==> config.mk <==
export PLATFORM = sky130hd
export DESIGN_NAME = ext_r_gen
export DESIGN_NICKNAME = d
export VERILOG_FILES = /design/src/rtl/ext_r_gen.sv
export SDC_FILE = /design/constraint.sdc
export NUM_CORES = 1
export LEC_CHECK = 0
export ABC_AREA = 0
export BUFFER_PORTS_ARGS = -buffer_cell sky130_fd_sc_hd__buf_2
export CAP_MARGIN = 30
export CORE_UTILIZATION = 47
export CTS_CLUSTER_DIAMETER = 50
export DETAILED_ROUTE_END_ITERATION = 16
export GPL_TIMING_DRIVEN = 0
export PLACE_DENSITY_LB_ADDON = 0.08
export SKIP_CTS_REPAIR_TIMING = 1
export SYNTH_ARGS = -nofsm -noshare
export SYNTH_HDL_FRONTEND = slang
export SYNTH_SLANG_ARGS = --single-unit
==> constraint.sdc <==
create_clock -name clk_i -period 2.15 [get_ports clk_i]
set_input_delay 0.215 -clock clk_i [delete_from_list [all_inputs] [get_ports clk_i]]
set_output_delay 0.215 -clock clk_i [all_outputs]
set_load 0.005 [all_outputs]
==> src/rtl/ext_r_gen.sv <==
// ext_r_gen: AXI read-data (R) channel transmitter.
// Accepts one burst command at a time. It turns a raw data-word stream into a
// tagged R burst (ID/USER/RESP, LAST on the final beat). Error bursts emit
// SLVERR beats with zero data and do not consume source words.
// The R outputs come straight from a single output register that obeys the
// AXI hold rule.

module ext_r_gen #(
    parameter int unsigned ID_WIDTH   = 4,
    parameter int unsigned DATA_WIDTH = 64,
    parameter int unsigned USER_WIDTH = 6,
    parameter int unsigned LEN_WIDTH  = 8
) (
    input  logic                  clk_i,
    input  logic                  rst_i,

    // Burst command
    input  logic                  cmd_valid_i,
    input  logic [ID_WIDTH-1:0]   cmd_id_i,
    input  logic [LEN_WIDTH-1:0]  cmd_len_i,
    input  logic [USER_WIDTH-1:0] cmd_user_i,
    input  logic                  cmd_err_i,
    output logic                  cmd_ready_o,

    // Raw source data
    input  logic                  data_valid_i,
    input  logic [DATA_WIDTH-1:0] data_i,
    output logic                  data_ready_o,

    // R channel
    output logic                  r_valid_o,
    output logic [DATA_WIDTH-1:0] r_data_o,
    output logic [1:0]            r_resp_o,
    output logic [USER_WIDTH-1:0] r_user_o,
    output logic [ID_WIDTH-1:0]   r_id_o,
    output logic                  r_last_o,
    input  logic                  r_ready_i,

    output logic                  busy_o
);

    localparam logic [1:0] ST_IDLE   = 2'd0;
    localparam logic [1:0] ST_STREAM = 2'd1;
    localparam logic [1:0] ST_ERR    = 2'd2;

    localparam logic [1:0] RESP_OKAY   = 2'b00;
    localparam logic [1:0] RESP_SLVERR = 2'b10;

    // Burst control state
    logic [1:0]            state_q, state_d;
    logic [LEN_WIDTH-1:0]  cnt_q, cnt_d;
    logic [LEN_WIDTH-1:0]  len_q, len_d;
    logic [ID_WIDTH-1:0]   id_q, id_d;
    logic [USER_WIDTH-1:0] user_q, user_d;

    // Output register
    logic                  r_valid_q, r_valid_d;
    logic [DATA_WIDTH-1:0] r_data_q, r_data_d;
    logic [1:0]            r_resp_q, r_resp_d;
    logic [USER_WIDTH-1:0] r_user_q, r_user_d;
    logic [ID_WIDTH-1:0]   r_id_q, r_id_d;
    logic                  r_last_q, r_last_d;

    // Decoded handshakes
    logic out_free;
    logic beat_avail;
    logic load;
    logic last_beat;
    logic cmd_fire;

    // Handshake decode: when the output register can take a beat, and whether one exists
    always_comb begin
        out_free     = !r_valid_q || r_ready_i;
        cmd_ready_o  = (state_q == ST_IDLE) && !rst_i;
        data_ready_o = (state_q == ST_STREAM) && out_free && !rst_i;
        cmd_fire     = cmd_valid_i && cmd_ready_o;
        // Error bursts synthesise a beat on every load opportunity
        beat_avail   = ((state_q == ST_STREAM) && data_valid_i) || (state_q == ST_ERR);
        load         = out_free && beat_avail && !rst_i;
        last_beat    = (cnt_q == len_q);
    end

    // Burst FSM: latch the command on accept, count loaded beats, return to idle on LAST
    always_comb begin
        state_d = state_q;
        cnt_d   = cnt_q;
        len_d   = len_q;
        id_d    = id_q;
        user_d  = user_q;
        case (state_q)
            ST_IDLE: begin
                if (cmd_fire) begin
                    state_d = cmd_err_i ? ST_ERR : ST_STREAM;
                    cnt_d   = '0;
                    len_d   = cmd_len_i;
                    id_d    = cmd_id_i;
                    user_d  = cmd_user_i;
                end
            end
            ST_STREAM, ST_ERR: begin
                if (load) begin
                    // Wrap is harmless: the LAST beat always leaves the state
                    cnt_d = cnt_q + 1'b1;
                    if (last_beat) begin
                        state_d = ST_IDLE;
                    end
                end
            end
            default: begin
                state_d = ST_IDLE;
            end
        endcase
    end

    // Output register: load a new beat, or drop valid once the current one is taken
    always_comb begin
        r_valid_d = r_valid_q;
        r_data_d  = r_data_q;
        r_resp_d  = r_resp_q;
        r_user_d  = r_user_q;
        r_id_d    = r_id_q;
        r_last_d  = r_last_q;
        if (load) begin
            r_valid_d = 1'b1;
            r_data_d  = (state_q == ST_STREAM) ? data_i : '0;
            r_resp_d  = (state_q == ST_ERR) ? RESP_SLVERR : RESP_OKAY;
            r_user_d  = user_q;
            r_id_d    = id_q;
            r_last_d  = last_beat;
        end else if (r_ready_i) begin
            r_valid_d = 1'b0;
        end
    end

    // State and output registers with synchronous reset
    always_ff @(posedge clk_i) begin
        if (rst_i) begin
            state_q   <= ST_IDLE;
            cnt_q     <= '0;
            len_q     <= '0;
            id_q      <= '0;
            user_q    <= '0;
            r_valid_q <= 1'b0;
            r_data_q  <= '0;
            r_resp_q  <= '0;
            r_user_q  <= '0;
            r_id_q    <= '0;
            r_last_q  <= 1'b0;
        end else begin
            state_q   <= state_d;
            cnt_q     <= cnt_d;
            len_q     <= len_d;
            id_q      <= id_d;
            user_q    <= user_d;
            r_valid_q <= r_valid_d;
            r_data_q  <= r_data_d;
            r_resp_q  <= r_resp_d;
            r_user_q  <= r_user_d;
            r_id_q    <= r_id_d;
            r_last_q  <= r_last_d;
        end
    end

    // Output drive
    always_comb begin
        r_valid_o = r_valid_q;
        r_data_o  = r_data_q;
        r_resp_o  = r_resp_q;
        r_user_o  = r_user_q;
        r_id_o    = r_id_q;
        r_last_o  = r_last_q;
        busy_o    = (state_q != ST_IDLE) || r_valid_q;
    end

endmodule

# ---- Yosys cells after proc, flatten, opt, wreduce, memory -nomap -nowiden
# Cells that the tools add are included.
dict set report totals {
  ff_bits 106
  output_inout_bits 81
  wordCells 50
}
dict set report op_classes {
  add_sub_neg 1
  n_eq_ne 6
  mux 12
  reduce_logical 20
}
# op n
set op_table {}
lappend op_table {{64-bit two-way mux} 1}
lappend op_table {{8-bit two-way mux} 2}
lappend op_table {{8-bit case mux with 2 select lines} 1}
lappend op_table {{2-bit two-way mux} 5}
lappend op_table {{8-bit by 1-bit adder with 8-bit output (second input constant)} 1}
lappend op_table {{8-bit == test} 1}
lappend op_table {{1-bit logical AND} 7}
lappend op_table {{2-bit inequality test (second input constant)} 3}
lappend op_table {{3-bit AND reduction} 2}
lappend op_table {{2-bit nonzero test} 3}
lappend op_table {{2-bit case mux with 2 select lines} 1}
lappend op_table {{1-bit logical OR} 3}
lappend op_table {{2-bit by 1-bit == test with 1-bit output (second input constant)} 1}
lappend op_table {{2-bit == test (second input constant)} 1}
lappend op_table {{1-bit zero test} 2}
lappend op_table {{2-bit zero test} 1}
lappend op_table {{1-bit two-way mux} 2}
lappend op_table {{2-bit AND reduction} 1}
lappend op_table {{2-bit OR reduction} 1}

# ---- Depth between registers and ports, before layout
# Gate-level depths: netlist of the first run.
dict set report depth {
  depth_word 7
  ltp_mapped 9
  ltp_nobuf 7
}

# ---- Least setup slack after synthesis of the first run
# OpenSTA, ideal clock, no wires.
dict set report synth_timing {
  path_type {reg2reg}
  startpoint {register state_q[0]}
  endpoint {register cnt_q[0]}
  arrival_time_ns 1.709
  t_required_ns 2.080
  path_slack_ns 0.370
  path_stages_with_launch 8
  cell_sequence {dfxtp_1 > inv_1 > ha_1 > inv_1 > o21ai_1 > nand2_1 > or3_1 > a21oi_1}
}
dict set report synth_via {
  elab_chain_len 7
}
# element line_no
set synth_lines {}
lappend synth_lines {{start: declaration} 50} ;# logic [1:0] state_q, state_d;
lappend synth_lines {{start signal: assignment} 150} ;# state_q <= state_d;
lappend synth_lines {{2-bit by 1-bit == test with 1-bit output} {78, 90}}
lappend synth_lines {{1-bit logical AND} 78} ;# beat_avail = ((state_q == ST_STREAM) && data_valid_i) || (state_q == ST_ERR);
lappend synth_lines {{1-bit logical OR} 78}
lappend synth_lines {{1-bit logical AND (2 in a row)} 79} ;# load = out_free && beat_avail && !rst_i;
lappend synth_lines {{2-bit inequality test (no line)} --}
lappend synth_lines {{3-bit AND reduction (no line)} --}
lappend synth_lines {{end signal: assignment} 151} ;# cnt_q <= cnt_d;
lappend synth_lines {{end: declaration} 51} ;# logic [LEN_WIDTH-1:0] cnt_q, cnt_d;
# Parallel ways exist; a longest one is shown, timed or not.
# A chain may end at the register's enable or synchronous reset.

# ---- Worst setup path after layout of the first run
dict set report layout_timing {
  startpoint {register state_q[0]}
  endpoint {register r_id_q[1], in the netlist r_id_o[1]}
}
dict set report layout_via {
  elab_chain_len 5
}
# element line_no
set layout_lines {}
lappend layout_lines {{2-bit by 1-bit == test with 1-bit output} 78}
lappend layout_lines {{1-bit logical AND} 78}
lappend layout_lines {{1-bit logical OR *} 78}
lappend layout_lines {{1-bit logical AND * (2 in a row)} 79}
lappend layout_lines {{end signal: assignment} 159} ;# r_id_q <= r_id_d;
lappend layout_lines {{end: declaration} 61} ;# logic [ID_WIDTH-1:0] r_id_q, r_id_d;
# Mark *: on every way between the ends. The rest lies on a longest branch, timed or not.

==> results of run 1 <==
metrics by stage:
stage / area, sq um / setup slack, ps / util [%] / power (mW)
floorplan: 3911 / 370.3 / - / 2.305
global placement: 4875 / 68.35 / 61.80 / 2.476
detailed placement: 4875 / 38.30 / 61.80 / 2.484
CTS: 5070 / 12.74 / 64.28 / 3.679
global route: 5080 / 6.224 / 64.40 / 3.817
finish: 5080 / 164.5 / 64.40 / 3.648
metal layers:
metal,GRT usage (%),up-vias
met1,26.91,1641
met3,7.805,9
li1,-,1806
met2,37.75,120
met5,0,-
met4,6.410,0
final timing paths:
path | startpoint | to | depth (start not counted)
max | state_q[0] | r_id_o[1] | 9
min | cmd_user_i[2] | user_q[2] | 3
max reg2reg | state_q[0] | r_id_o[1] | 9
min reg2reg | id_q[1] | r_id_o[1] | 2
cells in the final DEF, fill, tap and decap left out, drive strengths merged, types with 7 or more instances in the layout:
cell,n
nand2,61
dfxtp,105
nor2,71
clkbuf,29
nand3b,29
buf,182
a21oi,7
a22oi,64
xnor2,8
kinds of logic (layout without fill, tap and decap cells):
family | count (synthesis) | after routing | synth area share (%)
xor+xnor | 14 | 14 | 3.135
fa+ha+maj | 4 | 4 | 1.280
simple gates | 188 | 188 | 22.58
buf+inv | 36 | 218 | 4.319
compound gates | 77 | 77 | 14.84
flops | 105 | 105 | 53.74
other cells | 1 | 1 | 0.09588
registers in the layout, indices dropped and copies added, names as in the netlist:
name and cells:
cnt_q 8, id_q 4, len_q 8, r_data_o 64, r_id_o 4, r_last_o 1, r_resp_o 1, r_user_o 6
r_valid_o 1, state_q 2, user_q 6
area by class of cell:
cell class | instances | area (sq um)
fillers | 689 | 2808
clock inverters | 4 | 53.80
flip-flops and latches | 105 | 2102
well taps | 102 | 127.6
plain buffers | 33 | 160.2
inverters | 3 | 11.26
clock buffers | 11 | 141.4
multi-input cells | 284 | 1648
repair buffers | 167 | 835.8
power by group:
| group | internal, mW | leakage [nW] | switching [mW] | total (mW) |
|---|---|---|---|---|
| clock network | 0.567 | 0.0916 | 0.635 | 1.20 |
| registers | 2.00 | 0.850 | 0.0359 | 2.04 |
| logic | 0.176 | 1.47 | 0.234 | 0.409 |
worst max-delay path: stages, from the launching register on:
cell      delay [ps]
dfxtp_1          370
inv_1             80
ha_1             240
a21oi_2          230
or3_1            140
buf_2            200
clkbuf_4         260
buf_2            250
nand3b_1         100
nand2_1           70
==> reports/results.ini, run 1 <==
[route]
ant_nets = 0
wl_met1_microns = 4212
wl_microns = 9746
wire_per_inst_microns = 13.75
routed.top_layer = met4
drc = 0
via_per_inst = 5.044
met2WireLength_microns = 4799
route.met3.wl_microns = 634
drt_iter0_markers = 110
vias = 3576
dr.pass1.iters = 4

[global_route]
gr-total-overflow = 0
grt_pass1_wl_microns = 15210
grt_pass1_vias = 3266
grtUsageTotal_pct = 22.38
grt_max_degree = 17
antenna_found_initial = 0

[floorplanning]
core_sq_um = 7888
die_h_microns = 93.23
fp-row-count = 32
die_w_microns = 93.23
dieArea_sq_um = 8691
start_util_pct = 49.59
pin_count = 169

[sta]
fmax_ghz = 0.5037
tightest_slew_ps = 560.5
setup_tns_ps = 0
slew_headroom_pct = 62.41
final_max_slew_viol_count = 0
holdWs_ps = 43.39
setup_viol = 0
period_needed_ps = 1985
rsz0062_at_grt = no
fin_skew_ps = 11.14
timing.final.crit_share_pct = 92.35
hold_viol = 0

[clock_tree]
cts_tree = yes
numCtsBuffers = 9
clock_path_buffers = 2
clk_pin_slew_ps = 100
htree_levels = 3
clock-root-buffer = clkbuf_8
cts_num_sinks = 105
insertion_delay_ps = 350

[layout]
instances_no_fill = 709
fin_nets = 695
antenna_cells = 0
drive_gt1_share_pct = 33.11
area_growth_pct = 29.88

[yosys]
synthTopCellsByCount = 105 x dfxtp_1, 71 x nor2_1, 64 x a22oi_1
ys_top_cells_by_area = dfxtp_1 54%, a22oi_1 12%, nor2_1 6.8%, nand2_1 5.9%, nand3b_1 5.6%
ys_ff_latch = 105
synth_nets = 517
yosysTopAreaCellShare_pct = 53.74
avgSynthCellArea_sq_um = 9.203
yosysWarningCount = 0
synth_top_cell_by_area = dfxtp_1
synth-edff-count = 0
ys.flop_type = dfxtp_1
async_flop_share_pct = 0
ys_seq_area_share_pct = 53.74
synthDistinctLibCells = 32
syn_inst = 425
synthesis.area_sq_um = 3911
yosysMostFrequentCell = dfxtp_1

[place]
placed_cells = 694
hpwl_microns = 7285
gp_congestion = 0.7386
portBuffers = 167

[setup_path]
crit_fanout = 10
crit_path_end_kind = flip-flop
r2r_slack_ps = 160
worstPathRequired_ps = 2440
start_kind = flip-flop
crit_type = flip-flop to flip-flop
cp.arrival_ps = 2280

[pwr]
p_per_area_nw_per_um2 = 718.1
p_leak_nw = 2.408
ir_worst_vdd_v = 0.0004209

[job]
maxCapViolCount = 0

[min_path]
min_path_type = input pin to flip-flop

[run_status]
status = finished, final reports clean

(Power assumes the default switching activity.)
==> run 2, diff against run 1 <==
--- a/config.mk
+++ b/config.mk
@@ -6,11 +6,11 @@
 export NUM_CORES = 1
 export LEC_CHECK = 0
 export ABC_AREA = 0
-export BUFFER_PORTS_ARGS = -buffer_cell sky130_fd_sc_hd__buf_2
 export CAP_MARGIN = 30
-export CORE_UTILIZATION = 47
+export CORE_UTILIZATION = 55
 export CTS_CLUSTER_DIAMETER = 50
 export DETAILED_ROUTE_END_ITERATION = 16
+export DONT_BUFFER_PORTS = 1
 export GPL_TIMING_DRIVEN = 0
 export PLACE_DENSITY_LB_ADDON = 0.08
 export SKIP_CTS_REPAIR_TIMING = 1
==> reports/results.ini, run 2 (synthesis gave the netlist of run 1 again) <==
[route]
drc = 0
drt_iter0_markers = 127
via_per_inst = 5.584
vias = 3099
wl_microns = 9311
wire_per_inst_microns = 16.78
ant_nets = 0
dr.pass1.iters = 5

[pwr]
p_per_area_nw_per_um2 = 829.7
ir_worst_vdd_v = 0.0004474
total_power_mw = 3.697
p_leak_nw = 1.719

[global_route]
grt_max_degree = 17
grt_pass1_wl_microns = 13630
gr-total-overflow = 0
grt_pass1_vias = 2881
grtUsageTotal_pct = 23.51
antenna_found_initial = 0

[floorplanning]
die_w_microns = 86.33
fp-row-count = 30
start_util_pct = 57.25
pin_count = 169
die_h_microns = 86.33
dieArea_sq_um = 7453
core_sq_um = 6832

[min_path]
min_path_type = input pin to flip-flop
hold_depth = 2

[layout]
area_growth_pct = 13.92
fillCellCount = 573
regArea_sq_um = 2102
largest_register_ffs = 64
multiInputGateArea_sq_um = 1648
fin_nets = 548
drive_gt1_share_pct = 7.407
antenna_cells = 0
mostFrequentLayoutCells = 105 x dfxtp_1, 71 x nor2_1, 64 x a22oi_1
layout_commonest_cell = dfxtp_1
utilization_pct = 65.22

[place]
portBuffers = 0
gp_congestion = 0.7630
hpwl_microns = 6542

[sta]
timing.final.crit_share_pct = 94.72
holdWs_ps = 4.526
fmax_ghz = 0.4910
hold_viol = 0
setup_viol = 0
slew_headroom_pct = 63.41
fin_skew_ps = 9.761
setup_tns_ps = 0
final_max_slew_viol_count = 0
period_needed_ps = 2037
tightest_slew_ps = 545.5

[clock_tree]
cts_tree = yes
insertion_delay_ps = 360
clock-root-buffer = clkbuf_8
htree_levels = 3
cts_num_sinks = 105
clock_path_buffers = 2
clk_pin_slew_ps = 100
numCtsBuffers = 9

[setup_path]
worstPathRequired_ps = 2390
cp.arrival_ps = 2270
crit_type = flip-flop to flip-flop
crit_fanout = 10
start_kind = flip-flop
crit_path_end_kind = flip-flop
r2r_cells = 9

[job]
maxCapViolCount = 0

[run_status]
status = finished, final reports clean

-- run 2: cell types whose count changed in the layout (fill, tap and decap cells not counted) --
cell,delta
buf_2,-167
bufinv_16,+1
clkbuf_1,-1
clkinv_4,-1
clkinvlp_4,-1
dlygate4sd3_1,+20
inv_6,+1
-- run 2: layout make-up --
cell class | count | area share (%)
Sequential cell | 105 | 47.18
Multi-Input combinational cell | 284 | 36.98
Timing Repair Buffer | 20 | 4.493
Buffer | 33 | 3.595
Clock buffer | 10 | 3.089
Tap cell | 96 | 2.696
Clock inverter | 4 | 1.713
Inverter | 3 | 0.2527
-- run 2: routing by layer --
layer	vias to the layer above	GRT usage [%]	routed length [microns]
met5	-	0	0
met2	115	38.89	4626
met1	1458	28.04	3828
li1	1511	-	-
met4	0	10.61	163
met3	15	7.429	692
-- run 2: path summary, 6_finish.rpt --
kind              start            to  slack, ps
min           data_i[7]   r_data_o[7]          5
min reg2reg   user_q[4]   r_user_o[4]        440
max reg2reg  state_q[1]  r_data_o[42]        110
max          state_q[1]  r_data_o[42]        110
-- run 2: stage by stage --
| stage | setup slack (ps) | cell area [sq um] | cells |
|---|---|---|---|
| 4_1_cts | -16.79 | 4245 | 535 |
| 5_1_grt | -10.30 | 4456 | 555 |
| 6_report | 113.4 | 4456 | 555 |
| 3_5_place_dp | 19.49 | 4031 | 521 |
| 3_3_place_gp | 92.11 | 4031 | 521 |
| 2_1_floorplan | 370.3 | 3911 | 425 |
-- run 2: power breakdown --
part / switching, mW / internal [mW]
Clock: 0.642 / 0.680
Combinational: 0.203 / 0.128
Sequential: 0.0427 / 2.00
-- run 2: critical path, cell delays in order, from the launching register on --
cell,delay (ps)
dfxtp_1,340
inv_1,80
ha_1,220
a21oi_2,120
or3_1,310
buf_2,180
clkbuf_4,220
buf_6,170
a22oi_1,210
nor2_1,80
